## src/rtl/event_flasher_if.sv

```systemverilog
// event_flasher_if: event request in, LED drive and queue status out.
interface event_flasher_if #(parameter int PW = 3);
  logic event_in;
  logic led_out;
  logic busy;
  logic [PW-1:0] pending;
  logic overflow;
  modport master (output event_in, input led_out, busy, pending, overflow);
  modport slave (input event_in, output led_out, busy, pending, overflow);
endinterface

```

## src/rtl/event_flasher.sv

```systemverilog
// event_flasher: turns event pulses into LED flashes with minimum on/off times and a saturating replay queue.
// Define EVENT_FLASHER_ACTIVE_LOW_EN to drive led_out active-low.
module event_flasher #(
  parameter int CLK_FREQ = 50_000_000,
  parameter int ON_MS = 100,
  parameter int OFF_MS = 100,
  parameter int MAX_PENDING = 7
) (
  input logic clk,
  input logic rst_n,
  event_flasher_if.slave bus
);
  localparam int ON_CYCLES = (CLK_FREQ / 1000) * ON_MS;
  localparam int OFF_CYCLES = (CLK_FREQ / 1000) * OFF_MS;
  localparam int TW = $clog2((ON_CYCLES > OFF_CYCLES ? ON_CYCLES : OFF_CYCLES) + 1);
  localparam int PW = $clog2(MAX_PENDING + 1);
`ifdef EVENT_FLASHER_ACTIVE_LOW_EN
  localparam logic LED_ON = 1'b0;
`else
  localparam logic LED_ON = 1'b1;
`endif
  typedef enum logic [1:0] {IDLE, ON, OFF} state_t;
  state_t state;
  logic [TW-1:0] timer;
  logic [PW-1:0] pending;
  logic led, overflow, queued, full, start;
  assign queued = pending != '0;
  assign full = pending == PW'(MAX_PENDING);
  assign start = (state == IDLE || (state == OFF && timer == '0)) && (bus.event_in || queued);
  // A flash start eats the queued event first; a simultaneous new event takes its place.
  always_ff @(posedge clk or negedge rst_n)
    if (!rst_n) begin
      state <= IDLE;
      timer <= '0;
      pending <= '0;
      overflow <= 1'b0;
      led <= ~LED_ON;
    end else begin
      overflow <= 1'b0;
      if (start) begin
        state <= ON;
        timer <= TW'(ON_CYCLES - 1);
        led <= LED_ON;
        if (queued && !bus.event_in) pending <= pending - PW'(1);
      end else begin
        if (bus.event_in) begin
          if (full) overflow <= 1'b1;
          else pending <= pending + PW'(1);
        end
        if (state == ON && timer == '0) begin
          state <= OFF;
          timer <= TW'(OFF_CYCLES - 1);
          led <= ~LED_ON;
        end else if (state == OFF && timer == '0) state <= IDLE;
        else if (state != IDLE) timer <= timer - TW'(1);
      end
    end
  assign bus.led_out = led;
  assign bus.busy = state != IDLE || queued;
  assign bus.pending = pending;
  assign bus.overflow = overflow;
endmodule
```

## src/flat_wrapper.sv

```systemverilog
// flat-port wrapper written by rule: the top's interface ports become plain ports
module event_flasher_flat 
#(
  parameter int CLK_FREQ = 50_000_000,
  parameter int ON_MS = 100,
  parameter int OFF_MS = 100,
  parameter int MAX_PENDING = 7
)
  (clk, rst_n, bus_event_in, bus_led_out, bus_busy, bus_pending, bus_overflow);
  event_flasher_if bus_i ();
  input logic clk;
  input logic rst_n;
  input wire logic [$bits(bus_i.event_in)-1:0] bus_event_in;
  output wire logic [$bits(bus_i.led_out)-1:0] bus_led_out;
  output wire logic [$bits(bus_i.busy)-1:0] bus_busy;
  output wire logic [$bits(bus_i.pending)-1:0] bus_pending;
  output wire logic [$bits(bus_i.overflow)-1:0] bus_overflow;
  assign bus_i.event_in = bus_event_in;
  assign bus_led_out = bus_i.led_out;
  assign bus_busy = bus_i.busy;
  assign bus_pending = bus_i.pending;
  assign bus_overflow = bus_i.overflow;
  event_flasher #(.CLK_FREQ(CLK_FREQ), .ON_MS(ON_MS), .OFF_MS(OFF_MS), .MAX_PENDING(MAX_PENDING)) u_core (.clk(clk), .rst_n(rst_n), .bus(bus_i));
endmodule
```

## config.mk

```make
export PLATFORM = sky130hd
export DESIGN_NAME = event_flasher_flat
export DESIGN_NICKNAME = d
export VERILOG_FILES = /design/src/rtl/event_flasher_if.sv /design/src/rtl/event_flasher.sv /design/src/flat_wrapper.sv
export SDC_FILE = /design/constraint.sdc
export NUM_CORES = 1
export LEC_CHECK = 0
export ABC_CLOCK_PERIOD_IN_PS = 3000
export CORE_MARGIN = 1.5
export CORE_UTILIZATION = 55
export CTS_BUF_LIST = sky130_fd_sc_hd__clkbuf_4
export CTS_CLUSTER_DIAMETER = 60
export DETAILED_ROUTE_END_ITERATION = 8
export PLACE_DENSITY = 0.7
export SYNTH_ARGS = -nofsm -noshare
export SYNTH_HDL_FRONTEND = slang
export SYNTH_SLANG_ARGS = --single-unit
```

## constraint.sdc

```tcl
create_clock -name clk -period 3 [get_ports clk]
set_input_delay 0.9 -clock clk [delete_from_list [all_inputs] [get_ports clk]]
set_output_delay 0.9 -clock clk [all_outputs]
set_load 0.1 [all_outputs]
```

==> metrics.txt, run 1 <==
CP required 3.23 ns; met1 Resource Use GR 0.325; maximum vdd drop 0.716 mV; Port Buffer Count 8; GRT overflow 0; die height 60.4 um; unrepaired setup endpoints after global routing no; DRT Pass-1 Iters 4; Primary FF master, synth dfrtp_1; met2 Usage GRT 0.396; register area share after synthesis 0.414; #FFs+latches synth 30; fin crit period 2.73 ns; Final TNS setup 0 ns; vias in the first global route 1428; area of the mapped netlist 0.00181 mm2; Rows 20; Setup violations, final 0; Num CTS Buffers 5; Initial Utilization 0.584; NumNets Final 218; placed insts 250; Fillers 304; CTS Root Buffer Type clkbuf_4; type of the worst setup path reg2reg; met3 Track Usage GR 0.0704; Die X 60.4 um; crit path DAT 2.96 ns; Final Cycle Share 0.909; latest clock arrival within the worst-skew pair 0.34 ns; Worst setup SP type flip-flop; count of pins over their slew limit 0; hold-fix buffers at CTS 0; Vias/cell 6.05; ys async rst share 1.00; Cell variety after synth 50; CTS Buffer Depth 2; Leak Pwr 0.822 nW; synth-to-layout area growth 12.9%; Syn Nets 202; synthesized instance count 197; CTS H-tree lvls 2; PwrDens 695 mW/mm2; Final Hold Fails 0; Worst Tran Pin Value 0.817 ns; I/O Pins 9; Util after Layout 0.659; GRT Max-Usage Layer met2; core area 0.00310 mm2; footprint of the multi-input gates 0.00100 mm2; skew final 0.00700 ns; clk sink count 30; antenna violations before repair 0; max-cap viol count 0; via count 1556; Antenna Cells 0; first-pass GRT wire length 6680 um; wire length per cell 15.0 um; Mapped Avg Cell Area 9.20 um2; Iter 0 DRT Violations 94; die area 0.00365 mm2; Cell Count, Final, Fillers Out 257; Yosys warning count 0; CTS clock-pin slew for the worst setup and hold paths 0.10 ns; cts repair resizes 0; Final Power 1.42 mW; Slew HR 0.451; largest net degree at the start of global routing 31; register area 751 um2; post-CTS setup buffer count 0; Post-synth EDFFs 0; GP Congestion 0.881; DRC viols 0; final antenna-violating net count 0; GRT Util Overall 0.250; CTS tree built; HPWL after DPL 2830 um; critical path capture point type flip-flop; critical-path maximum fanout 4; share of layout cells above drive strength 1 0.164; status completed; WL final 3850 um; worst min-delay path category reg2reg; maximum clock rate 0.367 GHz
Yosys cell counts (2+ instances only):
library cell,number,share of area
xnor2_1,3,0.015
or4_1,7,0.029
xor2_1,7,0.034
a31oi_1,3,0.010
a21o_1,4,0.017
inv_1,5,0.010
o21ai_0,9,0.025
nand3_1,7,0.019
o22ai_1,3,0.010
or2_2,3,0.010
nor2_1,19,0.039
clkbuf_1,6,0.012
dfrtp_1,30,0.41
buf_1,2,0.0041
nor4_1,4,0.014
a21oi_1,8,0.022
o211ai_1,2,0.0083
or3_1,7,0.024
o31ai_1,7,0.029
nand2b_1,2,0.0069
buf_2,2,0.0055
nand2_1,17,0.035
o22a_1,2,0.0097
a211oi_1,2,0.0083
ha_1,2,0.014
nor3_1,10,0.028
cells in the final DEF, fill, tap and decap left out, types with 3 or more instances in the layout:
master / Yosys / routed
nor4_1: 4 / 4
a31oi_1: 3 / 3
or2_2: 3 / 3
a21o_1: 4 / 4
nor3_1: 10 / 10
nand2_1: 17 / 17
buf_4: 0 / 17
nand3_1: 7 / 7
dfrtp_1: 30 / 30
nor2_1: 19 / 19
o22ai_1: 3 / 3
or3_1: 7 / 7
xnor2_1: 3 / 3
xor2_1: 7 / 7
a21oi_1: 8 / 8
o21ai_0: 9 / 9
inv_1: 5 / 5
or4_1: 7 / 7
o31ai_1: 7 / 7
clkbuf_4: 0 / 5
stage by stage:
step	hold WS (ns)	area [um2]	setup WS [ns]
after global routing	0.593	2050	0.0839
after global placement	0.519	1970	0.220
after floorplan	0.496	1810	0.0834
after detailed placement	0.541	1970	0.175
after CTS	0.563	2050	0.269
final	0.562	2050	0.273
registers in the layout (all words and copies together) (netlist names):
register	count
u_core.bus.overflow	1
u_core.state	2
u_core.bus.led_out	1
u_core.timer	23
u_core.bus.pending	3
layout make-up:
type	count	area share
clock inverter	2	0.0165
sequential	30	0.367
inverter	5	0.00917
multi-input combinational	152	0.490
clock buffer	5	0.0183
tap	44	0.0269
timing repair buffer	19	0.0722
path summary, 6_finish.rpt:
kind | startpoint | endpoint | slack [ns] | depth (start not counted)
min in group asynchronous | rst_n | u_core.timer[19] | 0.94 | 2
max in group asynchronous | rst_n | u_core.timer[10] | 1.77 | 2
max | u_core.timer[0] | u_core.bus.pending[1] | 0.27 | 11
min | u_core.timer[1] | u_core.timer[1] | 0.56 | 2
min reg2reg | u_core.timer[1] | u_core.timer[1] | 0.56 | 2
max reg2reg | u_core.timer[0] | u_core.bus.pending[1] | 0.27 | 11
worst max-delay path: stages (launching register included):
cell and delay, ns:
dfrtp_1 0.39, inv_1 0.09, ha_1 0.20, nor3b_1 0.33, and4_1 0.36, a41oi_1 0.21, nor3_1 0.23, a21o_1 0.11
ha_1 0.24, mux2_2 0.27, o22ai_1 0.14, a211oi_1 0.06
logic make-up after synthesis:
| logic type | count (synthesis) | synth area share |
|---|---|---|
| and+or+nand+nor | 86 | 0.262 |
| AOI/OAI and AO/OA | 52 | 0.217 |
| DFF | 30 | 0.414 |
| buffers and inverters | 15 | 0.0325 |
| xor gates and xnor gates | 10 | 0.0483 |
| adders and majority gates | 3 | 0.0193 |
| muxes | 1 | 0.00622 |
report_power, final:
group | leakage [nW] | total (mW) | switching [mW] | internal [mW]
logic | 0.426 | 0.472 | 0.293 | 0.179
registers | 0.357 | 0.636 | 0.152 | 0.484
clock network | 0.0387 | 0.313 | 0.145 | 0.168
metal layers:
layer	share of wire	up-vias
met5	0	-
met1	0.44	761
met2	0.50	27
met3	0.037	7
li1	-	761
met4	0.016	0
(Power assumes the default switching activity.)
==> run 2: changes to the inputs <==
--- a/config.mk
+++ b/config.mk
@@ -5,6 +5,7 @@
 export SDC_FILE = /design/constraint.sdc
 export NUM_CORES = 1
 export LEC_CHECK = 0
+export ABC_AREA = 1
 export ABC_CLOCK_PERIOD_IN_PS = 3000
 export CORE_MARGIN = 1.5
 export CORE_UTILIZATION = 55
==> run 2 against run 1 <==
- sequential power down 28%
- combinational power down 33%
- final cell count up 18%
- clock power down 22%
- synthesized cell count up 24%
==> metrics.txt, run 2 <==
CP cell instances clkinv_1, nand3_1, buf_4; Vias/cell 5.01; HPWL after DPL 2790 um; maximum clock rate 0.405 GHz; post-synth top area cell dfrtp_1; Final Hold Fails 0; Antenna Cells 0; reg2reg path depth 16; cts repair resizes 0; crit path DAT 1.57 ns; commonest non-fill, non-tap cell in the layout nand2_1; Yosys warning count 0; Die X 61.5 um; skew final 0.0148 ns; CTS Buffer Depth 2; ys async rst share 1.00; latest clock arrival within the worst-skew pair 0.33 ns; worst min-delay path category reg2reg; vias in the first global route 1416; CTS Root Buffer Type clkbuf_4; most frequent cells in the layout nand2_1 (50), nor2_1 (33), dfrtp_1 (30); Primary FF master, synth dfrtp_1; count of pins over their slew limit 0; most common cell in the netlist nand2_1; cell family with most CP delay buffers and inverters; WHS Endpoint u_core.bus.led_out; footprint of the multi-input gates 981 um2; Max stage delay on crit path 0.40 ns; Rows 21; Iter 0 DRT Violations 61; synth-to-layout area growth 8.65%; Final TNS setup 0 ns; Num CTS Buffers 5; Port Buffer Count 8; Most flops, register u_core.timer; Setup violations, final 0; CTS H-tree lvls 2; reg2reg end u_core.bus.pending[2]; Setup crit start u_core.state[0]; register area 751 um2; CTS tree built; Mapped Avg Cell Area 7.71 um2; Leak Pwr 0.932 nW; DRT Pass-1 Iters 4; share of layout cells above drive strength 1 0.147; Slew HR 0.722; wire length per cell 12.3 um; GRT overflow 0; max-cap viol count 0; clk sink count 30; Final Cycle Share 0.823; #FFs+latches synth 30; number of flip-flops in the largest register 23; maximum vdd drop 0.556 mV; critical-path maximum fanout 9; via count 1524; Fillers 346; worst r2r src u_core.timer[0]; first-pass GRT wire length 6380 um; design area 0.00204 mm2; Hold Crit Start u_core.bus.led_out; largest registers u_core.timer x23, u_core.bus.pending x3, u_core.state x2; Hold Path Cell Cnt 2; hold-fix buffers at CTS 0; unrepaired setup endpoints after global routing no; fin crit period 2.47 ns; Worst Path Buf+Inv 2; I/O Pins 9; Initial Utilization 0.568; placed insts 297; Cell variety after synth 31; synth top area cells dfrtp_1 (40%), nand2_1 (10%), nor2_1 (6.6%); worst reg2reg setup slack 0.77 ns; CTS clock-pin slew for the worst setup and hold paths 0.09 ns; Post-synth EDFFs 0; type of the worst setup path reg2out; die area 0.00378 mm2; core area 0.00331 mm2; antenna violations before repair 0; top-area cell type share of the netlist area 0.399; synth cell count leaders nand2_1 (50), nor2_1 (33), dfrtp_1 (30); Final Power 1.02 mW; status completed; register area share after synthesis 0.399; critical path capture point type output port; die height 61.5 um; synthesized instance count 244; worst setup margin 0.532 ns; Placement Setup Slack 0.377 ns; area of the mapped netlist 0.00188 mm2; slowest stage cell on the critical path dfrtp_1; PwrDens 498 mW/mm2; WL final 3730 um; Worst setup SP type flip-flop; NumNets Final 263; GRT Util Overall 0.230; post-CTS setup buffer count 0; GP Congestion 0.814; final antenna-violating net count 0; hold slack 0.490 ns; CP required 2.10 ns; largest net degree at the start of global routing 31; Worst Tran Pin Value 0.413 ns; Syn Nets 249; Post-DP Area 0.00199 mm2; Util after Layout 0.617; Cell Count, Final, Fillers Out 304; DRC viols 0
run 2: cell count changes after synthesis, sizes merged, moves of 8 or more:
cell,previous run,this run
inv,5,26
nand2,17,55
nand3,7,26
nor2,19,39
o21ai,12,20
run 2: layout make-up:
cell class / count / share of cell area
multi-input cells: 181 / 0.480
clock buffers: 7 / 0.0257
inverters: 28 / 0.0521
repair buffers: 12 / 0.0465
flip-flops and latches: 30 / 0.367
well taps: 46 / 0.0282
run 2: power breakdown:
| group | total [mW] | internal, mW | switching (mW) |
|---|---|---|---|
| clock network | 0.243 | 0.106 | 0.137 |
| registers | 0.458 | 0.427 | 0.0310 |
| logic | 0.317 | 0.0720 | 0.245 |
| total | 1.02 | 0.605 | 0.413 |
run 2: metal layers:
metal / vias up / share of wire / GRT usage
met3: 2 / 0.025 / 0.0630
met1: 691 / 0.52 / 0.330
li1: 815 / - / -
met5: - / 0 / 0
met4: 0 / 0.0056 / 0.0547
met2: 16 / 0.45 / 0.348
run 2: kinds of logic (layout without fill, tap and decap cells):
logic type / Yosys count / after routing / share of synthesized area
adder cells (fa/ha/maj): 2 / 2 / 0.0133
XOR/XNOR: 12 / 12 / 0.0559
AO/OA/AOI/OAI: 29 / 29 / 0.0912
AND/OR/NAND/NOR: 138 / 138 / 0.361
flip-flops: 30 / 30 / 0.399
buffers and inverters: 33 / 47 / 0.0792
run 2: tightest hold or removal path: stages, from the launching register on:
cell and delay, ns:
dfrtp_1 0.35, nand2_1 0.06, nand2_1 0.05
run 2: worst max path at each step:
stage | end | cells past startpoint
2_1_floorplan | bus_busy | 2
3_3_place_gp | u_core.bus.pending[2] | 13
3_5_place_dp | u_core.bus.pending[2] | 14
4_1_cts | bus_busy | 3
5_1_grt | bus_busy | 3
6_report | bus_busy | 3
